[src/rtl/comp_serial_rsp_if.sv]
// ---------------------------------------------------------------------------
// comp_serial_rsp_if : request/response handshake bundle for comp_serial_rsp
// Revision: 1.0
// ---------------------------------------------------------------------------
`default_nettype none

interface comp_serial_rsp_if;
  logic        in_valid;
  logic        in_ready;
  logic [31:0] a;
  logic [31:0] b;
  logic        signed_mode;
  logic        out_valid;
  logic        out_ready;
  logic        eq;
  logic        lt;
  logic        gt;
  logic [3:0]  steps;

  modport master (
    output in_valid, a, b, signed_mode, out_ready,
    input  in_ready, out_valid, eq, lt, gt, steps
  );

  modport slave (
    input  in_valid, a, b, signed_mode, out_ready,
    output in_ready, out_valid, eq, lt, gt, steps
  );
endinterface

`default_nettype wire

[src/rtl/comp_serial_rsp.sv]
// ---------------------------------------------------------------------------
// comp_serial_rsp : 32-bit serial magnitude comparator, one 4-bit slice per
//                   cycle MSB-first with early exit; signed or unsigned.
// Revision: 1.0
// ---------------------------------------------------------------------------
`default_nettype none

module comp_serial_rsp (
  input  wire                  clk,
  input  wire                  rst_n,
  comp_serial_rsp_if.slave     bus
);

  typedef enum logic [1:0] {
    S_IDLE = 2'd0,
    S_CMP  = 2'd1,
    S_DONE = 2'd2
  } state_t;

  state_t      r_state;
  state_t      w_state_nxt;

  logic [31:0] r_a;
  logic [31:0] r_b;
  logic        r_sgn;
  logic [2:0]  r_idx;
  logic [3:0]  r_steps;
  logic        r_eq;
  logic        r_lt;
  logic        r_gt;

  logic        w_accept;
  logic        w_release;
  logic [31:0] w_a_eff;
  logic [31:0] w_b_eff;
  logic [4:0]  w_lsb;
  logic [3:0]  w_sa;
  logic [3:0]  w_sb;
  logic        w_mismatch;

  assign w_accept  = (r_state == S_IDLE) && bus.in_valid;
  assign w_release = (r_state == S_DONE) && bus.out_ready;

  // Flipping the sign bits maps two's-complement order onto unsigned order,
  // so only slice 7 sees a difference between the two modes.
  assign w_a_eff    = {r_a[31] ^ r_sgn, r_a[30:0]};
  assign w_b_eff    = {r_b[31] ^ r_sgn, r_b[30:0]};
  assign w_lsb      = {r_idx, 2'b00};
  assign w_sa       = w_a_eff[w_lsb +: 4];
  assign w_sb       = w_b_eff[w_lsb +: 4];
  assign w_mismatch = (w_sa != w_sb);

  always_ff @(posedge clk or negedge rst_n) begin
    if (!rst_n) begin
      r_state <= S_IDLE;
    end else begin
      r_state <= w_state_nxt;
    end
  end

  always_comb begin
    w_state_nxt = r_state;
    case (r_state)
      S_IDLE: begin
        if (bus.in_valid) begin
          w_state_nxt = S_CMP;
        end
      end
      S_CMP: begin
        if (w_mismatch || (r_idx == 3'd0)) begin
          w_state_nxt = S_DONE;
        end
      end
      S_DONE: begin
        if (bus.out_ready) begin
          w_state_nxt = S_IDLE;
        end
      end
      default: w_state_nxt = S_IDLE;
    endcase
  end

  always_ff @(posedge clk or negedge rst_n) begin
    if (!rst_n) begin
      r_a     <= 32'd0;
      r_b     <= 32'd0;
      r_sgn   <= 1'b0;
      r_idx   <= 3'd0;
      r_steps <= 4'd0;
      r_eq    <= 1'b0;
      r_lt    <= 1'b0;
      r_gt    <= 1'b0;
    end else begin
      if (w_accept) begin
        r_a     <= bus.a;
        r_b     <= bus.b;
        r_sgn   <= bus.signed_mode;
        r_idx   <= 3'd7;
        r_steps <= 4'd0;
      end else if (r_state == S_CMP) begin
        r_steps <= r_steps + 4'd1;
        r_idx   <= r_idx - 3'd1;
        if (w_mismatch) begin
          r_lt <= (w_sa < w_sb);
          r_gt <= (w_sa > w_sb);
        end else if (r_idx == 3'd0) begin
          r_eq <= 1'b1;
        end
      end else if (w_release) begin
        r_eq    <= 1'b0;
        r_lt    <= 1'b0;
        r_gt    <= 1'b0;
        r_steps <= 4'd0;
      end
    end
  end

  assign bus.in_ready  = (r_state == S_IDLE);
  assign bus.out_valid = (r_state == S_DONE);
  assign bus.eq        = r_eq;
  assign bus.lt        = r_lt;
  assign bus.gt        = r_gt;
  assign bus.steps     = r_steps;

endmodule

`default_nettype wire

[src/flat_wrapper.sv]
// flat-port wrapper written by rule: the top's interface ports become plain ports
module comp_serial_rsp_flat 
  (clk, rst_n, bus_in_valid, bus_a, bus_b, bus_signed_mode, bus_out_ready, bus_in_ready, bus_out_valid, bus_eq, bus_lt, bus_gt, bus_steps);
  comp_serial_rsp_if bus_i ();
  input  wire clk;
  input  wire rst_n;
  input wire logic [$bits(bus_i.in_valid)-1:0] bus_in_valid;
  input wire logic [$bits(bus_i.a)-1:0] bus_a;
  input wire logic [$bits(bus_i.b)-1:0] bus_b;
  input wire logic [$bits(bus_i.signed_mode)-1:0] bus_signed_mode;
  input wire logic [$bits(bus_i.out_ready)-1:0] bus_out_ready;
  output wire logic [$bits(bus_i.in_ready)-1:0] bus_in_ready;
  output wire logic [$bits(bus_i.out_valid)-1:0] bus_out_valid;
  output wire logic [$bits(bus_i.eq)-1:0] bus_eq;
  output wire logic [$bits(bus_i.lt)-1:0] bus_lt;
  output wire logic [$bits(bus_i.gt)-1:0] bus_gt;
  output wire logic [$bits(bus_i.steps)-1:0] bus_steps;
  assign bus_i.in_valid = bus_in_valid;
  assign bus_i.a = bus_a;
  assign bus_i.b = bus_b;
  assign bus_i.signed_mode = bus_signed_mode;
  assign bus_i.out_ready = bus_out_ready;
  assign bus_in_ready = bus_i.in_ready;
  assign bus_out_valid = bus_i.out_valid;
  assign bus_eq = bus_i.eq;
  assign bus_lt = bus_i.lt;
  assign bus_gt = bus_i.gt;
  assign bus_steps = bus_i.steps;
  comp_serial_rsp u_core (.clk(clk), .rst_n(rst_n), .bus(bus_i));
endmodule
[config.mk]
export PLATFORM = sky130hd
export DESIGN_NAME = comp_serial_rsp_flat
export DESIGN_NICKNAME = d
export VERILOG_FILES = /design/src/rtl/comp_serial_rsp_if.sv /design/src/rtl/comp_serial_rsp.sv /design/src/flat_wrapper.sv
export SDC_FILE = /design/constraint.sdc
export NUM_CORES = 1
export LEC_CHECK = 0
export ABC_CLOCK_PERIOD_IN_PS = 4860
export CAP_MARGIN = 10
export CORE_MARGIN = 2
export CORE_UTILIZATION = 40
export DETAILED_ROUTE_END_ITERATION = 12
export SLEW_MARGIN = 20
export SYNTH_ARGS = -nofsm -noshare
export SYNTH_HDL_FRONTEND = slang
export SYNTH_SLANG_ARGS = --single-unit
[constraint.sdc]
create_clock -name clk -period 4.86 [get_ports clk]
set_clock_uncertainty 0.2 [all_clocks]
set_input_delay 0.486 -clock clk [delete_from_list [all_inputs] [get_ports clk]]
set_output_delay 0.486 -clock clk [all_outputs]
set_load 0.05 [all_outputs]
==> results.cfg, run 1 <==
[min_path]
hp-class = primary input to asynchronous set/reset pin

[sta]
slew_viol_final = 0
grt_setup_unrepaired = no
fmax_ghz = 0.3404
final_hold_viol_count = 0
hold_slack_ns = 0.08746
tns_ns = 0
fin_crit_ns = 2.938
setup_viol = 0
worst_slew_pin_slew_ns = 1.105
period_share_pct = 60.45
slew_headroom_pct = 26.37

[synthesis]
ys_types = 37
synthTopCellsByCount = dfrtp_1, mux2_4, mux2_2
synth_seq_cells = 77
yosys.area.top_type = dfrtp_1
avgSynthCellArea_um2 = 15.18
ys_seq_area_share_pct = 50.77
synth_top_area_share_pct = 50.77
synth_area_leaders = dfrtp_1, mux2_4, mux2_2
synth-main-ff-cell = dfrtp_1
yosysWarnings = 0
synth_nets = 326
postSynthCellCount = 250
synth_edf_count = 0
ys_async_sr_fraction_pct = 100.0
yosysMostFrequentCell = dfrtp_1
syn_area_um2 = 3795

[clock_network]
cts_made_buffers = 9
insertion_delay_ns = 0.34
ctsLongestPathBuffers = 2
root_buffer = clkbuf_8
htree_levels = 3
cts-resized-gates = 0
clock-sinks = 77
postCtsSetupRepairBufs = 0
ctsHoldBuffers = 0
cts_tree = done
path_clk_slew_ns = 0.07

[finish]
post-route-util_pct = 51.65
drive_gt1_share_pct = 30.79
area.growth.synth_to_final_pct = 25.75
final_nets = 400
fillers = 809
antenna-diode-count = 0

[routing]
vias = 2226
drt-initial-drc-count = 54
drtPass1Iterations = 4
via_per_inst = 4.871
wl_mm = 7.339
postRouteAntennaNets = 0
wl_per_cell_um = 16.06
drc = 0

[place]
hpwl_mm = 5.133
port_buffers = 77
gp_congestion = 0.7025

[pwr]
switching_share_pct = 33.61
power.share.clock_pct = 13.6
sequentialPowerShare_pct = 40.6
cellInternalPower_w = 0.001997
total_power_w = 0.003008
peakVddDrop_mv = 0.2479
p_leak_nw = 2.036
combPwrFrac_pct = 45.8
power.switching_w = 0.001011
p_per_area_nw_per_um2 = 630.3

[floorplanning]
die_w_um = 101.4
core_area_um2 = 9240
die_area_um2 = 10280
fp.dieH_um = 101.4
initial_core_util_pct = 41.07
rows = 35
io_pins = 78

[setup_path]
worstSetupStartpoint = u_core.r_idx[1]
crit_path_end_kind = flop
cp.arrival_ns = 2.96
start_kind = flop
crit_type = flop to flop
crit_fanout = 20
reg2reg_from = u_core.r_idx[1]
cp_data_required_time_ns = 4.88

[global_route]
grt_util_all_layers_pct = 15.60
grt_pass1_vias = 2409
gr-total-overflow = 0
grt_pass1_wl_mm = 12.19
grt_max_degree = 78
antenna_found_initial = 0

[job]
max_cap_violations = 0

[status]
outcome = completed
-- power by group through the flow --
stage          Combinational (W)  Clock (W)  Sequential [W]
2_1_floorplan            0.00118          0         0.00113
3_3_place_gp             0.00137          0         0.00124
3_5_place_dp             0.00139          0         0.00124
4_1_cts                  0.00140   0.000425         0.00123
5_1_grt                  0.00152   0.000449         0.00128
6_report                 0.00138   0.000409         0.00122
-- worst paths after layout --
kind,to,slack (ns),depth (start not counted)
min in group clk,u_core.r_a[15],0.31,1
worst max register to register,u_core.bus.gt,1.92,7
worst max-delay path,u_core.bus.gt,1.92,7
worst min register to register,u_core.r_a[15],0.31,1
max in group asynchronous,u_core.r_idx[0],3.67,1
worst min-delay path,u_core.r_a[27],0.09,1
-- per-layer routing --
metal | vias to the layer above | track usage [%] | routed length, µm
met5 | - | 0 | 0
met4 | 0 | 5.925 | 102
met3 | 11 | 3.244 | 279
met2 | 52 | 23.23 | 3284
met1 | 1104 | 22.54 | 3673
li1 | 1059 | - | -
-- critical path, stage by stage (launching register included) --
cell and delay (ns):
dfrtp_1 0.88, mux2_2 0.43, o22ai_1 0.17, o21ai_0 0.13, ha_1 0.33, nand4_1 0.19
nand2_1 0.16, mux2_2 0.34
-- logic make-up after synthesis --
logic type	after synthesis	share of synthesized area [%]
muxes	89	34.26
DFF	77	50.77
and+or+nand+nor	32	4.484
AOI/OAI and AO/OA	21	3.693
buffers and inverters	20	3.561
adders and majority gates	7	2.308
xor gates and xnor gates	4	0.9233
-- state kept, by name, summed over array words and instances, names as in the netlist --
name / cells
u_core.bus.lt: 1
u_core.bus.steps: 4
u_core.r_b: 32
u_core.r_sgn: 1
u_core.bus.gt: 1
u_core.bus.eq: 1
u_core.r_idx: 3
u_core.r_state: 2
u_core.r_a: 32
-- cells in the final DEF (no fill, tap or decap), types with 3 or more instances in the layout --
master           instances
ha_1                     7
a22o_1                   3
inv_1                    5
clkbuf_8                10
clkbuf_1                 3
o21ai_0                  7
a21oi_1                  3
nor2_1                   3
dfrtp_1                 76
nor2b_1                  3
mux2_4                  39
nand2_1                 13
clkdlybuf4s50_1         76
mux2_2                  31
mux4_2                  14
mux2i_1                  5
-- stage by stage --
stage               area, µm²  std cells  setup WS [ns]
global route             4772        457          1.653
CTS                      4771        457          1.538
detailed placement       4612        442          1.561
global placement         4612        442          1.673
floorplan                3795        250          2.414
finish                   4772        457          1.922
-- area by class of cell --
type	instances	area, µm²	area share, %
sequential	77	1928	40.40
inverter	6	22.52	0.4719
multi-input combinational	153	1733	36.31
tap	129	161.4	3.382
clock inverter	2	10.01	0.2098
timing repair buffer	77	768.2	16.10
clock buffer	13	148.9	3.120
(Power assumes the default switching activity.)
==> run 2: changes to the inputs <==
--- a/config.mk
+++ b/config.mk
@@ -5,7 +5,7 @@
 export SDC_FILE = /design/constraint.sdc
 export NUM_CORES = 1
 export LEC_CHECK = 0
-export ABC_CLOCK_PERIOD_IN_PS = 4860
+export ABC_CLOCK_PERIOD_IN_PS = 3060
 export CAP_MARGIN = 10
 export CORE_MARGIN = 2
 export CORE_UTILIZATION = 40
==> constraint.sdc (replaced) <==
create_clock -name clk -period 3.06 [get_ports clk]
set_clock_uncertainty 0.2 [all_clocks]
set_input_delay 0.306 -clock clk [delete_from_list [all_inputs] [get_ports clk]]
set_output_delay 0.306 -clock clk [all_outputs]
set_load 0.05 [all_outputs]
==> results.cfg, run 2 (synthesis results as in run 1) <==
[routing]
via_per_inst = 4.903
wl_per_cell_um = 15.90
wl_mm = 7.346
postRouteAntennaNets = 0
drtPass1Iterations = 5
drt-initial-drc-count = 60
vias = 2265
drc = 0

[floorplanning]
fp.dieH_um = 101.4
io_pins = 78
core_area_um2 = 9240
initial_core_util_pct = 41.07
rows = 35
die_w_um = 101.4
die_area_um2 = 10280

[setup_path]
ff2ff_setup_slack_ns = 0.39
start_kind = flop
reg2reg_from = u_core.r_idx[0]
cp.arrival_ns = 2.70
endpoint = u_core.bus.gt
crit_type = flop to flop
crit_path_end_kind = flop
crit_fanout = 19
cp_data_required_time_ns = 3.09
ff2ff_path_depth = 7
worstSetupStartpoint = u_core.r_idx[0]
reg2reg_to = u_core.bus.gt

[global_route]
gr-total-overflow = 0
grt_max_degree = 78
grt_pass1_vias = 2396
grt_util_all_layers_pct = 15.66
grt_pass1_wl_mm = 12.11
antenna_found_initial = 0

[finish]
layout_common_cells = dfrtp_1, clkdlybuf4s50_1, mux2_4, mux2_2, mux4_2
final_cells = 462
design_area_um2 = 4937
drive_gt1_share_pct = 32.13
area.growth.synth_to_final_pct = 30.10
register_area_um2 = 1927
antenna-diode-count = 0
final_common_cell = dfrtp_1
fillers = 806
post-route-util_pct = 53.43
final_nets = 405
multi_input_area_um2 = 1733

[sta]
final_hold_viol_count = 0
fin_crit_ns = 2.667
slew_viol_final = 0
tns_ns = 0
period_share_pct = 87.17
fmax_ghz = 0.3749
setup_viol = 0
worst_slew_pin_slew_ns = 0.9505
grt_setup_unrepaired = no
slew_headroom_pct = 36.63

[job]
max_cap_violations = 0

[place]
gp_congestion = 0.7119
port_buffers = 77
hpwl_mm = 5.118
place_area_um2 = 4667
dp_cells = 446

[clock_network]
cts_tree = done
htree_levels = 3
postCtsSetupRepairBufs = 0
root_buffer = clkbuf_8
clock-sinks = 77
insertion_delay_ns = 0.35
ctsLongestPathBuffers = 2
ctsHoldBuffers = 1
cts_made_buffers = 9
cts-resized-gates = 0
path_clk_slew_ns = 0.07

[pwr]
total_power_w = 0.005182
p_leak_nw = 2.111
peakVddDrop_mv = 0.3648
p_per_area_nw_per_um2 = 1050

[status]
outcome = completed

[min_path]
hp-class = flop to flop
run 2: worst min path at each step:
stage | start | endpoint | slack, ns | depth (start not counted)
6_report | u_core.bus.steps[2] | u_core.bus.steps[2] | 0.31 | 1
5_1_grt | u_core.r_a[27] | u_core.r_a[27] | 0.32 | 1
4_1_cts | u_core.r_a[19] | u_core.r_a[19] | 0.31 | 1
3_5_place_dp | u_core.r_b[29] | u_core.r_b[29] | 0.29 | 1
3_3_place_gp | u_core.r_a[10] | u_core.r_a[10] | 0.29 | 1
2_1_floorplan | rst_n | u_core.bus.eq | -0.19 | 0
run 2: layout make-up:
| type | count | share of cell area (%) |
|---|---|---|
| well taps | 129 | 3.269 |
| repair buffers | 82 | 16.88 |
| multi-input cells | 153 | 35.10 |
| flip-flops and latches | 77 | 39.03 |
| clock buffers | 9 | 2.509 |
| inverters | 6 | 0.4562 |
| clock inverters | 6 | 2.762 |
run 2: per-layer routing:
metal | vias up | wire length, µm | global-route usage, %
met5 | - | 0 | 0
met4 | 0 | 131 | 6.445
met3 | 14 | 373 | 3.796
met2 | 64 | 3418 | 24.86
met1 | 1120 | 3423 | 20.69
li1 | 1067 | - | -
run 2: power breakdown:
group / switching (W) / internal (W) / total [W] / leakage (nW)
logic: 0.000937 / 0.00139 / 0.00232 / 1.07
clock network: 0.000375 / 0.000621 / 0.000996 / 0.126
registers: 0.000348 / 0.00151 / 0.00186 / 0.911
total: 0.00166 / 0.00352 / 0.00518 / 2.11
run 2: per-stage QoR:
stage	worst slack [ns]	hold WS [ns]
floorplan	0.6141	-0.1896
global placement	0.4502	0.2909
detailed placement	0.3859	0.2913
CTS	0.3623	0.3143
global route	0.2772	0.3238
finish	0.3925	0.3054
run 2: worst max-delay path: stages (launching register included):
cell and delay (ns):
dfrtp_1 0.37, buf_12 0.19, mux4_2 0.52, mux2_2 0.28, ha_1 0.31, nand4_1 0.18, nand2_1 0.16, mux2_2 0.34
